===== src/rtl/exe_mem_skid_pkg.sv =====
// Types and constants shared by the execute and memory stages: widths, branch-kind bit
// positions in bj_info/bj_data, and the payload bundle carried across the boundary.
package exe_mem_skid_pkg;

  localparam int XLEN  = 64;
  localparam int BJ_W  = 8;
  localparam int MEM_W = 8;

  localparam int BJ_BEQ  = 0;
  localparam int BJ_BNE  = 1;
  localparam int BJ_BLT  = 2;
  localparam int BJ_BGE  = 3;
  localparam int BJ_BLTU = 4;
  localparam int BJ_BGEU = 5;
  localparam int BJ_JALR = 6;
  localparam int BJ_JAL  = 7;

  typedef struct packed {
    logic [XLEN-1:0]  pc;
    logic [XLEN-1:0]  alu;
    logic [XLEN-1:0]  sdata;
    logic [4:0]       rd;
    logic             rd_wen;
    logic [MEM_W-1:0] mem;
  } payload_t;

  localparam int PAYLOAD_W = $bits(payload_t);

  // The ALU raises one flag per branch kind; only the flag of the decoded kind counts.
  function automatic logic bj_taken(input logic [BJ_W-1:0] info, input logic [BJ_W-1:0] data);
    return |(info & data);
  endfunction

endpackage


===== src/rtl/pipe_skid_buf.sv =====
// Generic valid/ready buffer, 1-cycle latency. SKID_EN=1: 2 entries, o_ready = ~skid_valid
// (registered, independent of i_ready). SKID_EN=0: 1 entry, o_ready = ~o_valid | i_ready.
module pipe_skid_buf #(
  parameter int W       = 8,
  parameter bit SKID_EN = 1'b1
) (
  input  logic         clk,
  input  logic         rst_n,
  input  logic         i_flush,
  input  logic         i_valid,
  output logic         o_ready,
  input  logic [W-1:0] i_dat,
  output logic         o_valid,
  input  logic         i_ready,
  output logic [W-1:0] o_dat
);

  logic         r_main_vld;
  logic [W-1:0] r_main_dat;
  logic         w_acc;
  logic         w_del;

  assign o_valid = r_main_vld;
  assign o_dat   = r_main_dat;
  assign w_acc   = i_valid & o_ready;
  assign w_del   = r_main_vld & i_ready;

  generate
    if (SKID_EN) begin : g_skid
      logic         r_skid_vld;
      logic [W-1:0] r_skid_dat;

      assign o_ready = ~r_skid_vld;

      always_ff @(posedge clk or negedge rst_n) begin
        if (!rst_n) begin
          r_main_vld <= 1'b0;
          r_main_dat <= '0;
          r_skid_vld <= 1'b0;
          r_skid_dat <= '0;
        end else if (i_flush) begin
          r_main_vld <= 1'b0;
          r_skid_vld <= 1'b0;
        end else if (r_skid_vld) begin
          if (w_del) begin
            r_main_dat <= r_skid_dat;
            r_skid_vld <= 1'b0;
          end
        end else if (w_acc && (!r_main_vld || w_del)) begin
          r_main_vld <= 1'b1;
          r_main_dat <= i_dat;
        end else if (w_acc) begin
          // Main is held by a stalled consumer: park the new entry behind it.
          r_skid_vld <= 1'b1;
          r_skid_dat <= i_dat;
        end else if (w_del) begin
          r_main_vld <= 1'b0;
        end
      end
    end else begin : g_single
      assign o_ready = ~r_main_vld | i_ready;

      always_ff @(posedge clk or negedge rst_n) begin
        if (!rst_n) begin
          r_main_vld <= 1'b0;
          r_main_dat <= '0;
        end else if (i_flush) begin
          r_main_vld <= 1'b0;
        end else if (w_acc) begin
          r_main_vld <= 1'b1;
          r_main_dat <= i_dat;
        end else if (w_del) begin
          r_main_vld <= 1'b0;
        end
      end
    end
  endgenerate

endmodule


===== src/rtl/exe_mem_skid.sv =====
// EXE->MEM registered boundary with branch resolution, 1-cycle redirect pulse and flush.
// EXE_MEM_SKID_EN: 2-entry skid, state-only in_ready; undefined: single entry, in_ready = ~out_valid | out_ready.
module exe_mem_skid
  import exe_mem_skid_pkg::*;
(
  input  logic             clk,
  input  logic             rst_n,
  input  logic             in_valid,
  output logic             in_ready,
  input  logic [XLEN-1:0]  in_pc,
  input  logic [XLEN-1:0]  in_alu,
  input  logic [XLEN-1:0]  in_target,
  input  logic [4:0]       in_rd,
  input  logic             in_rd_wen,
  input  logic [MEM_W-1:0] in_mem,
  input  logic [XLEN-1:0]  in_sdata,
  input  logic [BJ_W-1:0]  bj_info,
  input  logic [BJ_W-1:0]  bj_data,
  input  logic             flush,
  output logic             out_valid,
  input  logic             out_ready,
  output logic [XLEN-1:0]  out_pc,
  output logic [XLEN-1:0]  out_alu,
  output logic [XLEN-1:0]  out_sdata,
  output logic [4:0]       out_rd,
  output logic             out_rd_wen,
  output logic [MEM_W-1:0] out_mem,
  output logic             redirect_valid,
  output logic [XLEN-1:0]  redirect_pc
);

`ifdef EXE_MEM_SKID_EN
  localparam bit SKID_EN = 1'b1;
`else
  localparam bit SKID_EN = 1'b0;
`endif

  payload_t               w_in_pl;
  payload_t               w_out_pl;
  logic [PAYLOAD_W-1:0]   w_out_dat;
  logic                   w_accept;
  logic                   w_redirect;
  logic                   r_redirect_vld;
  logic [XLEN-1:0]        r_redirect_pc;

  assign w_in_pl = '{pc: in_pc, alu: in_alu, sdata: in_sdata, rd: in_rd,
                     rd_wen: in_rd_wen, mem: in_mem};

  pipe_skid_buf #(
    .W       (PAYLOAD_W),
    .SKID_EN (SKID_EN)
  ) u_buf (
    .clk     (clk),
    .rst_n   (rst_n),
    .i_flush (flush),
    .i_valid (in_valid),
    .o_ready (in_ready),
    .i_dat   (w_in_pl),
    .o_valid (out_valid),
    .i_ready (out_ready),
    .o_dat   (w_out_dat)
  );

  assign w_out_pl   = payload_t'(w_out_dat);
  assign out_pc     = w_out_pl.pc;
  assign out_alu    = w_out_pl.alu;
  assign out_sdata  = w_out_pl.sdata;
  assign out_rd     = w_out_pl.rd;
  assign out_rd_wen = w_out_pl.rd_wen;
  assign out_mem    = w_out_pl.mem;

  // A taken branch killed by a same-cycle flush must not steer fetch.
  assign w_accept   = in_valid & in_ready;
  assign w_redirect = w_accept & bj_taken(bj_info, bj_data) & ~flush;

  always_ff @(posedge clk or negedge rst_n) begin
    if (!rst_n) begin
      r_redirect_vld <= 1'b0;
      r_redirect_pc  <= '0;
    end else begin
      r_redirect_vld <= w_redirect;
      if (w_redirect) begin
        r_redirect_pc <= in_target;
      end
    end
  end

  assign redirect_valid = r_redirect_vld;
  assign redirect_pc    = r_redirect_pc;

endmodule


===== config.mk =====
export PLATFORM = sky130hd
export DESIGN_NAME = exe_mem_skid
export DESIGN_NICKNAME = d
export VERILOG_FILES = /design/src/rtl/exe_mem_skid_pkg.sv /design/src/rtl/pipe_skid_buf.sv /design/src/rtl/exe_mem_skid.sv
export SDC_FILE = /design/constraint.sdc
export NUM_CORES = 1
export LEC_CHECK = 0
export BUFFER_PORTS_ARGS = -buffer_cell sky130_fd_sc_hd__buf_2
export CAP_MARGIN = 10
export CORE_AREA = 2 2 219 221
export DETAILED_ROUTE_END_ITERATION = 12
export DIE_AREA = 0 0 221 223
export GPL_TIMING_DRIVEN = 1
export PLACE_DENSITY = 0.48
export SLEW_MARGIN = 20
export SYNTH_ARGS = -nofsm -noshare
export SYNTH_HDL_FRONTEND = slang
export SYNTH_SLANG_ARGS = --single-unit

===== constraint.sdc =====
create_clock -name clk -period 4 [get_ports clk]
set_input_delay 0.8 -clock clk [delete_from_list [all_inputs] [get_ports clk]]
set_output_delay 0.8 -clock clk [all_outputs]
set_load 0.1 [all_outputs]

==> results of run 1 <==
-- worst paths after layout --
path | slack (ns) | depth (start not counted) | start | to
hold / removal | 0.31 | 1 | rst_n | u_buf.o_dat[107]
max in group asynchronous | 2.77 | 2 | rst_n | u_buf.o_dat[193]
setup / recovery | 1.65 | 3 | u_buf.o_valid | in_ready
hold reg to reg | 0.50 | 1 | u_buf.o_dat[28] | u_buf.o_dat[28]
min in group clk | 0.42 | 2 | flush | u_buf.o_valid
setup reg to reg | 1.79 | 4 | u_buf.o_valid | u_buf.o_dat[128]
-- cell usage in the layout, fill, tap and decap left out --
master,instances
sky130_fd_sc_hd__clkbuf_1,7
sky130_fd_sc_hd__dfrtp_1,272
sky130_fd_sc_hd__buf_2,562
sky130_fd_sc_hd__buf_12,5
sky130_fd_sc_hd__clkbuf_16,31
sky130_fd_sc_hd__nor2b_4,1
sky130_fd_sc_hd__bufinv_16,1
sky130_fd_sc_hd__clkbuf_8,8
sky130_fd_sc_hd__clkinv_2,5
sky130_fd_sc_hd__nand2_4,1
sky130_fd_sc_hd__buf_8,1
sky130_fd_sc_hd__diode_2,2
sky130_fd_sc_hd__nor3b_4,1
sky130_fd_sc_hd__buf_4,4
sky130_fd_sc_hd__mux2_2,221
sky130_fd_sc_hd__nor2_1,2
sky130_fd_sc_hd__inv_6,2
sky130_fd_sc_hd__nand4_1,1
sky130_fd_sc_hd__a22oi_1,4
sky130_fd_sc_hd__mux2_4,49
sky130_fd_sc_hd__inv_1,2
-- logic make-up (layout without fill, tap and decap cells) --
kind of cell,Yosys count,count (layout)
other cells,0,2
mux,270,270
buf+inv,32,628
compound gates,4,4
flops,272,272
simple gates,6,6
-- routing by layer --
metal / vias up / track usage / share of wire
li1: 3220 / - / -
met2: 343 / 0.199 / 0.50
met3: 45 / 0.0421 / 0.088
met1: 3423 / 0.128 / 0.38
met5: - / 0 / 0.00045
met4: 2 / 0.0370 / 0.032
-- state kept, by name (all words and copies together) (netlist names) --
name / count
redirect_pc: 64
u_buf.o_dat: 206
u_buf.o_valid: 1
redirect_valid: 1
-- per-stage QoR --
step            util  hold WS (ns)  power [mW]  worst slack (ns)  cells
2_1_floorplan      -         0.504        7.71              1.61    584
4_1_cts        0.315         0.338        11.5              1.59   1795
6_report       0.315         0.313        11.3              1.65   1797
3_5_place_dp   0.294         0.486        8.64              1.33   1741
3_3_place_gp   0.294         0.484        8.62              1.30   1741
5_1_grt        0.315         0.382        11.7              1.58   1797
-- worst register-to-register path: cells and delay by family (launching register included) --
kind,cells,cell delay (ns)
muxes,1,0.65
and+or+nand+nor,2,0.55
buffers and inverters,1,0.48
DFF,1,0.38
-- cell type report --
cell class | instances | area (µm²)
Clock inverter | 8 | 72.6
Fill cell | 4762 | 32300
Tap cell | 615 | 769
Multi-Input combinational cell | 280 | 3310
Inverter | 2 | 7.51
Timing Repair Buffer | 572 | 2960
Clock buffer | 46 | 912
Sequential cell | 272 | 6810
Antenna cell | 2 | 5.00
-- where the power goes --
part,internal (mW),switching [mW]
registers,3.24,0.241
clock network,1.62,1.11
logic,0.885,4.20
==> impl_metrics.py, run 1 <==
metrics = {
    "cells_and_area": {
        "postLayoutCellArea_um2": 14800,
        "num-nets-final": 1450,
        "areaGrowthSynthToFinish_pct": 43.6,
        "final_layout_size_suffix_gt1_frac": 0.756,
    },
    "yosys": {
        "summed_instance_area_of_the_synthesized_netlist_um2": 10300,
        "netlist.top_cell.by_area": "sky130_fd_sc_hd__dfrtp_1",
        "yosys.area_share.simple": 0.00424,
        "synth_area_per_cell_um2": 17.7,
        "synth_compound_area_frac": 0.00290,
        "number_of_synthesized_register_bits": 272,
        "synth-edff-count": 0,
        "ys_top_cells_by_count": "sky130_fd_sc_hd__dfrtp_1, sky130_fd_sc_hd__mux2_2, sky130_fd_sc_hd__mux2_4, sky130_fd_sc_hd__buf_4, sky130_fd_sc_hd__buf_2",
        "yosys.area_share.xor_xnor": 0,
        "yosysWarningCount": 0,
        "ys_dominant_reg_cell": "sky130_fd_sc_hd__dfrtp_1",
        "syn-num-nets": 875,
        "post-synth-top-count-cell": "sky130_fd_sc_hd__dfrtp_1",
        "async_flop_share": 1.00,
        "synth_largest_type_area_fraction": 0.658,
        "netlist_instances": 584,
        "synth_sequential_area_ratio": 0.658,
        "ys_top_cells_by_area": "sky130_fd_sc_hd__dfrtp_1, sky130_fd_sc_hd__mux2_2, sky130_fd_sc_hd__mux2_4, sky130_fd_sc_hd__buf_4, sky130_fd_sc_hd__buf_6",
        "yosys.cell_types.count": 13,
        "synth_adder_area_share": 0,
        "main_combinational_cell_family_by_area_after_synthesis": "multiplexers",
        "synthMuxAreaShare": 0.312,
    },
    "flow_run": {
        "max_cap_viol_count": 0,
    },
    "setup_path": {
        "slowest_stage_cell_crit_path": "sky130_fd_sc_hd__buf_2",
        "family_of_cells_with_the_greatest_summed_delay_on_the_critical_path": "buffers and inverters",
        "setup.worst_path.end_class": "primary output",
        "critPathMaxStageDelay_ns": 0.41,
        "timing.critical_path.fanout_max": 3,
        "start_kind": "flip-flop",
        "worst-endpoint-required_ns": 3.20,
        "path_cells": "nor2b_4, inv_1, buf_2",
        "crit_arrival_ns": 1.55,
        "path_buf_inv": 2,
        "critical_path_class": "reg2out",
    },
    "floorplanning": {
        "io_pins": 564,
        "die_footprint_um2": 49300,
        "fp.dieH_um": 223,
        "effective_utilization_at_floorplan": 0.219,
        "dieWidth_um": 221,
        "design.core.area_um2": 47100,
        "floorplan.rows": 80,
    },
    "route": {
        "wirelength_mm": 29.1,
        "avgViaCountPerCell": 3.91,
        "vias": 7033,
        "route.antenna.remaining_nets": 0,
        "drt_iter0_markers": 147,
        "dr.pass1.iters": 4,
        "drc": 0,
        "post_drt_wl_per_cell_um": 16.2,
    },
    "power": {
        "p_per_area_nw_per_um2": 761,
        "peakVddDrop_uv": 480,
        "power.static_leakage_nw": 7.32,
    },
    "place": {
        "port_buffers": 563,
        "gp_congestion": 0.769,
        "dpl_cell_area_um2": 13900,
        "hpwl_mm": 21.7,
    },
    "clocking": {
        "tritoncts": "built",
        "cts_resized": 0,
        "cts-buffers-inserted": 31,
        "number_of_setup_buffers_added_after_cts": 0,
        "clock_insertion_delay_at_the_later_pin_of_the_skew_report_ns": 0.57,
        "cts_root_buf": "sky130_fd_sc_hd__clkbuf_16",
        "clk_transition_reported_paths_ns": 0.06,
        "cts.htree.levels": 1,
        "tritoncts_num_sinks": 272,
        "clockBufferDepth": 3,
        "cts_hold_buffers": 0,
    },
    "global_route": {
        "grt_usage": 0.114,
        "antenna_violations_before_repair": 3,
        "grt_max_degree": 130,
        "grt_pass1_wl_mm": 44.5,
        "overflow": 0,
        "vias_in_the_first_global_route": 7529,
    },
    "sta": {
        "min_period_ns": 2.35,
        "rel_slew_slack": 0.419,
        "finalClockSkew_ns": 0.0256,
        "setup_total_negative_slack_ns": 0,
        "tightestPinTransition_ns": 0.872,
        "timing_hold_violations_final": 0,
        "rsz0062_at_grt": "false",
        "fin_crit_sh": 0.587,
        "setup_viol": 0,
        "maxClockFrequency_mhz": 426,
        "maxSlewViolCount": 0,
    },
    "status": {
        "run_status": "finished clean",
    },
    "worst_hold_path": {
        "hold_class": "in2async",
    },
}
(Power assumes the default switching activity.)
==> run 2, diff against run 1 <==
- CORE_AREA: 2 2 219 221 -> 2 2 220 222
- DIE_AREA: 0 0 221 223 -> 0 0 222 224
- PLACE_DENSITY: 0.48 -> 0.5
- clock period: 4 -> 2.1 ns (I/O delays scaled with it)
==> impl_metrics.py, run 2 (same netlist as run 1, synthesis figures left out) <==
metrics = {
    "floorplanning": {
        "io_pins": 564,
        "die_footprint_um2": 49700,
        "effective_utilization_at_floorplan": 0.218,
        "fp.dieH_um": 224,
        "floorplan.rows": 80,
        "design.core.area_um2": 47300,
        "dieWidth_um": 222,
    },
    "global_route": {
        "vias_in_the_first_global_route": 7719,
        "overflow": 0,
        "grt_pass1_wl_mm": 46.2,
        "grt_usage": 0.119,
        "grt_max_degree": 52,
        "antenna_violations_before_repair": 2,
    },
    "sta": {
        "whs_ns": 0.0494,
        "finalClockSkew_ns": 0.0145,
        "min_period_ns": 1.96,
        "tightestPinTransition_ns": 0.534,
        "worst_slack_ns": 0.136,
        "maxSlewViolCount": 0,
        "setup_viol": 0,
        "timing_hold_violations_final": 0,
        "setup_total_negative_slack_ns": 0,
        "rsz0062_at_grt": "false",
        "maxClockFrequency_mhz": 509,
        "fin_crit_sh": 0.935,
        "rel_slew_slack": 0.644,
    },
    "route": {
        "route.antenna.remaining_nets": 0,
        "avgViaCountPerCell": 3.93,
        "wirelength_mm": 30.6,
        "dr.pass1.iters": 4,
        "post_drt_wl_per_cell_um": 16.8,
        "drt_iter0_markers": 193,
        "vias": 7159,
        "drc": 0,
    },
    "setup_path": {
        "regToRegEndpoint": "u_buf.o_dat[108]",
        "worst-endpoint-required_ns": 1.68,
        "critical_path_class": "reg2out",
        "start_kind": "flip-flop",
        "timing.critical_path.fanout_max": 3,
        "r2r_setup_slack_ns": 0.25,
        "setup.worst_path.end_class": "primary output",
        "ff2ff_path_depth": 5,
        "crit_arrival_ns": 1.54,
        "rr_startpoint": "u_buf.o_valid",
    },
    "power": {
        "p_per_area_nw_per_um2": 1420,
        "peakVddDrop_uv": 984,
        "power.static_leakage_nw": 7.46,
    },
    "worst_hold_path": {
        "hold_path_cells": 2,
        "start_point_of_the_worst_min_delay_path": "flush",
        "hold_class": "in2reg",
        "timing.hold.worst_endpoint": "u_buf.o_valid",
    },
    "cells_and_area": {
        "layout_commonest_cell": "sky130_fd_sc_hd__buf_2",
        "largest_register_ff_count": 206,
        "num-nets-final": 1477,
        "final_cell_mix": "sky130_fd_sc_hd__buf_2, sky130_fd_sc_hd__dfrtp_1, sky130_fd_sc_hd__mux2_2",
        "final_layout_size_suffix_gt1_frac": 0.762,
        "areaGrowthSynthToFinish_pct": 45.8,
        "antenna_cells_inserted": 0,
    },
    "clocking": {
        "tritoncts": "built",
        "cts_hold_buffers": 1,
        "cts.htree.levels": 1,
        "cts_root_buf": "sky130_fd_sc_hd__clkbuf_16",
        "tritoncts_num_sinks": 272,
        "cts-buffers-inserted": 30,
        "number_of_setup_buffers_added_after_cts": 0,
        "cts_resized": 0,
        "clk_transition_reported_paths_ns": 0.06,
        "clock_insertion_delay_at_the_later_pin_of_the_skew_report_ns": 0.56,
        "clockBufferDepth": 3,
    },
    "status": {
        "run_status": "finished clean",
    },
    "place": {
        "gp_congestion": 0.788,
        "port_buffers": 563,
        "post_place_setup_slack_ns": 0.179,
        "hpwl_mm": 24.0,
    },
    "flow_run": {
        "max_cap_viol_count": 0,
    },
}
run 2: report_power, final:
group	leakage (nW)	internal, mW	switching, mW
combinational	3.78	1.73	8.02
clock	0.473	2.98	2.08
sequential	3.20	6.17	0.482
run 2: metrics by stage:
step                      instance area [µm²]   util  power [mW]  cells
after floorplan                         10300      -        14.7    584
after global placement                  14100  0.298        16.5   1768
after detailed placement                14100  0.298        16.6   1768
after CTS                               15100  0.318        21.7   1820
after global routing                    15100  0.318        22.2   1820
final                                   15100  0.318        21.5   1820
run 2: metal layers:
layer  part of all wire  GRT usage  up-vias
met3              0.085     0.0409       49
met1               0.36      0.127     3485
met5            0.00042          0        -
met2               0.52      0.220      365
li1                   -          -     3258
met4              0.032     0.0399        2
run 2: how the worst max path moves through the flow:
stage / start / end / slack [ns] / cells after the start
after detailed placement: out_ready / redirect_pc[28] / 0.18 / 7
after CTS: u_buf.o_valid / in_ready / 0.09 / 3
final: u_buf.o_valid / in_ready / 0.14 / 3
after floorplan: u_buf.o_valid / redirect_pc[10] / 0.18 / 7
after global routing: u_buf.o_valid / in_ready / 0.05 / 3
after global placement: out_ready / redirect_pc[42] / 0.20 / 7
run 2: cell type report:
type | instances | area, µm²
fillers | 4812 | 32300
flip-flops and latches | 272 | 6810
multi-input cells | 280 | 3310
repair buffers | 600 | 3230
clock buffers | 46 | 922
well taps | 615 | 769
clock inverters | 5 | 25.0
inverters | 2 | 7.51
run 2: worst max-delay path, cell delays in order, from the launching register on:
cell	delay, ns
sky130_fd_sc_hd__dfrtp_2	0.39
sky130_fd_sc_hd__nor2b_4	0.14
sky130_fd_sc_hd__inv_1	0.04
sky130_fd_sc_hd__buf_2	0.41
==> run 3, diff against run 2 <==
- BUFFER_PORTS_ARGS: -buffer_cell sky130_fd_sc_hd__buf_2 -> -buffer_cell sky130_fd_sc_hd__buf_4
- CORE_AREA: 2 2 220 222 -> 2 2 219 221
- DIE_AREA: 0 0 222 224 -> 0 0 221 223
- SYNTH_HIERARCHICAL: default -> 1
==> impl_metrics.py, run 3 <==
metrics = {
    "status": {
        "run_status": "finished clean",
    },
    "sta": {
        "rel_slew_slack": 0.613,
        "tightestPinTransition_ns": 0.581,
        "maxSlewViolCount": 0,
        "setup_total_negative_slack_ns": 0,
        "finalClockSkew_ns": 0.00942,
        "timing_hold_violations_final": 0,
        "setup_viol": 0,
        "maxClockFrequency_mhz": 498,
        "rsz0062_at_grt": "false",
        "fin_crit_sh": 0.956,
        "min_period_ns": 2.01,
    },
    "yosys": {
        "ys_top_cells_by_count": "sky130_fd_sc_hd__dfrtp_1, sky130_fd_sc_hd__mux2_2, sky130_fd_sc_hd__mux2_4, sky130_fd_sc_hd__buf_6, sky130_fd_sc_hd__mux2_1",
        "syn-num-nets": 875,
        "netlist.top_cell.by_area": "sky130_fd_sc_hd__dfrtp_1",
        "ys_top_cells_by_area": "sky130_fd_sc_hd__dfrtp_1, sky130_fd_sc_hd__mux2_2, sky130_fd_sc_hd__mux2_4, sky130_fd_sc_hd__buf_6, sky130_fd_sc_hd__mux2_1",
        "netlist_instances": 584,
        "synth-edff-count": 0,
        "yosys.cell_types.count": 15,
        "synth_sequential_area_ratio": 0.648,
        "synth_largest_type_area_fraction": 0.648,
        "post-synth-top-count-cell": "sky130_fd_sc_hd__dfrtp_1",
        "summed_instance_area_of_the_synthesized_netlist_um2": 10500,
        "yosysWarningCount": 6,
        "ys_dominant_reg_cell": "sky130_fd_sc_hd__dfrtp_1",
        "async_flop_share": 1.00,
        "number_of_synthesized_register_bits": 272,
        "synth_area_per_cell_um2": 18.0,
    },
    "floorplanning": {
        "dieWidth_um": 221,
        "io_pins": 564,
        "fp.dieH_um": 223,
        "design.core.area_um2": 47100,
        "die_footprint_um2": 49300,
        "floorplan.rows": 80,
        "effective_utilization_at_floorplan": 0.223,
    },
    "power": {
        "peakVddDrop_uv": 805,
        "power.total_mw": 22.7,
        "p_per_area_nw_per_um2": 1370,
        "power.static_leakage_nw": 7.97,
    },
    "clocking": {
        "cts_resized": 0,
        "clock_insertion_delay_at_the_later_pin_of_the_skew_report_ns": 0.56,
        "cts-buffers-inserted": 31,
        "cts.htree.levels": 1,
        "cts_root_buf": "sky130_fd_sc_hd__clkbuf_16",
        "clk_transition_reported_paths_ns": 0.06,
        "clockBufferDepth": 3,
        "tritoncts_num_sinks": 272,
        "tritoncts": "built",
    },
    "cells_and_area": {
        "final_cell_mix": "sky130_fd_sc_hd__buf_4, sky130_fd_sc_hd__dfrtp_1, sky130_fd_sc_hd__mux2_2",
        "num-nets-final": 1471,
        "final_layout_size_suffix_gt1_frac": 0.751,
        "largest_register_ff_count": 206,
        "areaGrowthSynthToFinish_pct": 58.1,
        "antenna_cells_inserted": 0,
        "fin_util": 0.352,
        "fillCellCount": 4616,
        "layout_commonest_cell": "sky130_fd_sc_hd__buf_4",
    },
    "setup_path": {
        "crit_arrival_ns": 1.59,
        "critPathMaxStageDelay_ns": 0.40,
        "worst-endpoint-required_ns": 1.68,
        "timing.critical_path.fanout_max": 3,
        "path_cells": "nor2b_4, clkinvlp_4, buf_4",
        "slowest_stage_cell_crit_path": "sky130_fd_sc_hd__dfrtp_4",
        "critical_path_class": "reg2out",
        "setup.worst_path.end_class": "primary output",
        "start_kind": "flip-flop",
        "r2r_setup_slack_ns": 0.19,
    },
    "global_route": {
        "grt_usage": 0.123,
        "vias_in_the_first_global_route": 7810,
        "grt_max_degree": 63,
        "overflow": 0,
        "antenna_violations_before_repair": 0,
        "grt_pass1_wl_mm": 47.8,
    },
    "route": {
        "avgViaCountPerCell": 3.93,
        "wirelength_mm": 31.4,
        "post_drt_wl_per_cell_um": 17.2,
        "drt_iter0_markers": 197,
        "vias": 7143,
        "drc": 0,
        "route.antenna.remaining_nets": 0,
        "dr.pass1.iters": 2,
    },
    "place": {
        "port_buffers": 563,
        "hpwl_mm": 24.6,
        "gp_congestion": 0.761,
    },
    "flow_run": {
        "max_cap_viol_count": 0,
    },
    "worst_hold_path": {
        "hold_class": "in2reg",
    },
}
## run 3: worst max-delay path, delay by kind of cell, from the launching register on
family                 cells  cell delay, ns
DFF                        1            0.40
and+or+nand+nor            1            0.21
buffers and inverters      2            0.42
## run 3: stage by stage
stage                     setup WS (ns)  hold WS, ns  instances  cell area, µm²
after global placement            0.199        0.437       1761           15500
after detailed placement          0.176        0.438       1761           15500
final                            0.0932       0.0694       1818           16600
after CTS                        0.0402       0.0304       1818           16600
after global routing             0.0240       0.0393       1818           16600
after floorplan                  -0.213        0.124        584           10500
## run 3: kinds of logic (layout without fill, tap and decap cells)
family | Yosys count | after routing | share of synthesized area
AOI/OAI and AO/OA | 4 | 4 | 0.00286
buffers and inverters | 32 | 651 | 0.0367
DFF | 272 | 272 | 0.648
muxes | 270 | 270 | 0.307
and+or+nand+nor | 6 | 6 | 0.00524
## run 3: worst paths after layout
path                                  from          endpoint  cells after the start
max reg2reg                  u_buf/o_valid   u_buf/o_dat[74]                      5
min                                  flush     u_buf/o_valid                      2
min in group asynchronous            rst_n   u_buf/o_dat[78]                      2
max in group asynchronous            rst_n  u_buf/o_dat[132]                      3
max                          u_buf/o_valid          in_ready                      3
min reg2reg                u_buf/o_dat[59]   u_buf/o_dat[59]                      1
## run 3: where the power goes
| part | switching (mW) | total (mW) | internal (mW) |
|---|---|---|---|
| clock | 2.14 | 5.55 | 3.41 |
| sequential | 0.507 | 6.68 | 6.17 |
| combinational | 8.05 | 10.5 | 2.43 |
## run 3: final cells by class
cell class	count	area (µm²)	share of cell area
multi-input cells	280	3320	0.200
repair buffers	593	4640	0.279
inverters	2	11.3	0.000678
clock inverters	11	164	0.00987
flip-flops and latches	272	6810	0.410
clock buffers	45	888	0.0535
well taps	615	769	0.0463
## run 3: per-layer routing
layer	global-route usage	vias up	part of all wire
met1	0.143	3533	0.38
met5	0	-	0
li1	-	3258	-
met3	0.0323	52	0.072
met2	0.218	300	0.52
met4	0.0398	0	0.025
## run 3: timing repair
action | CTS | global route
hold buffers | 1 | 0
endpoints found under the hold margin | 51 | 0
buffers inserted | 0 | 0
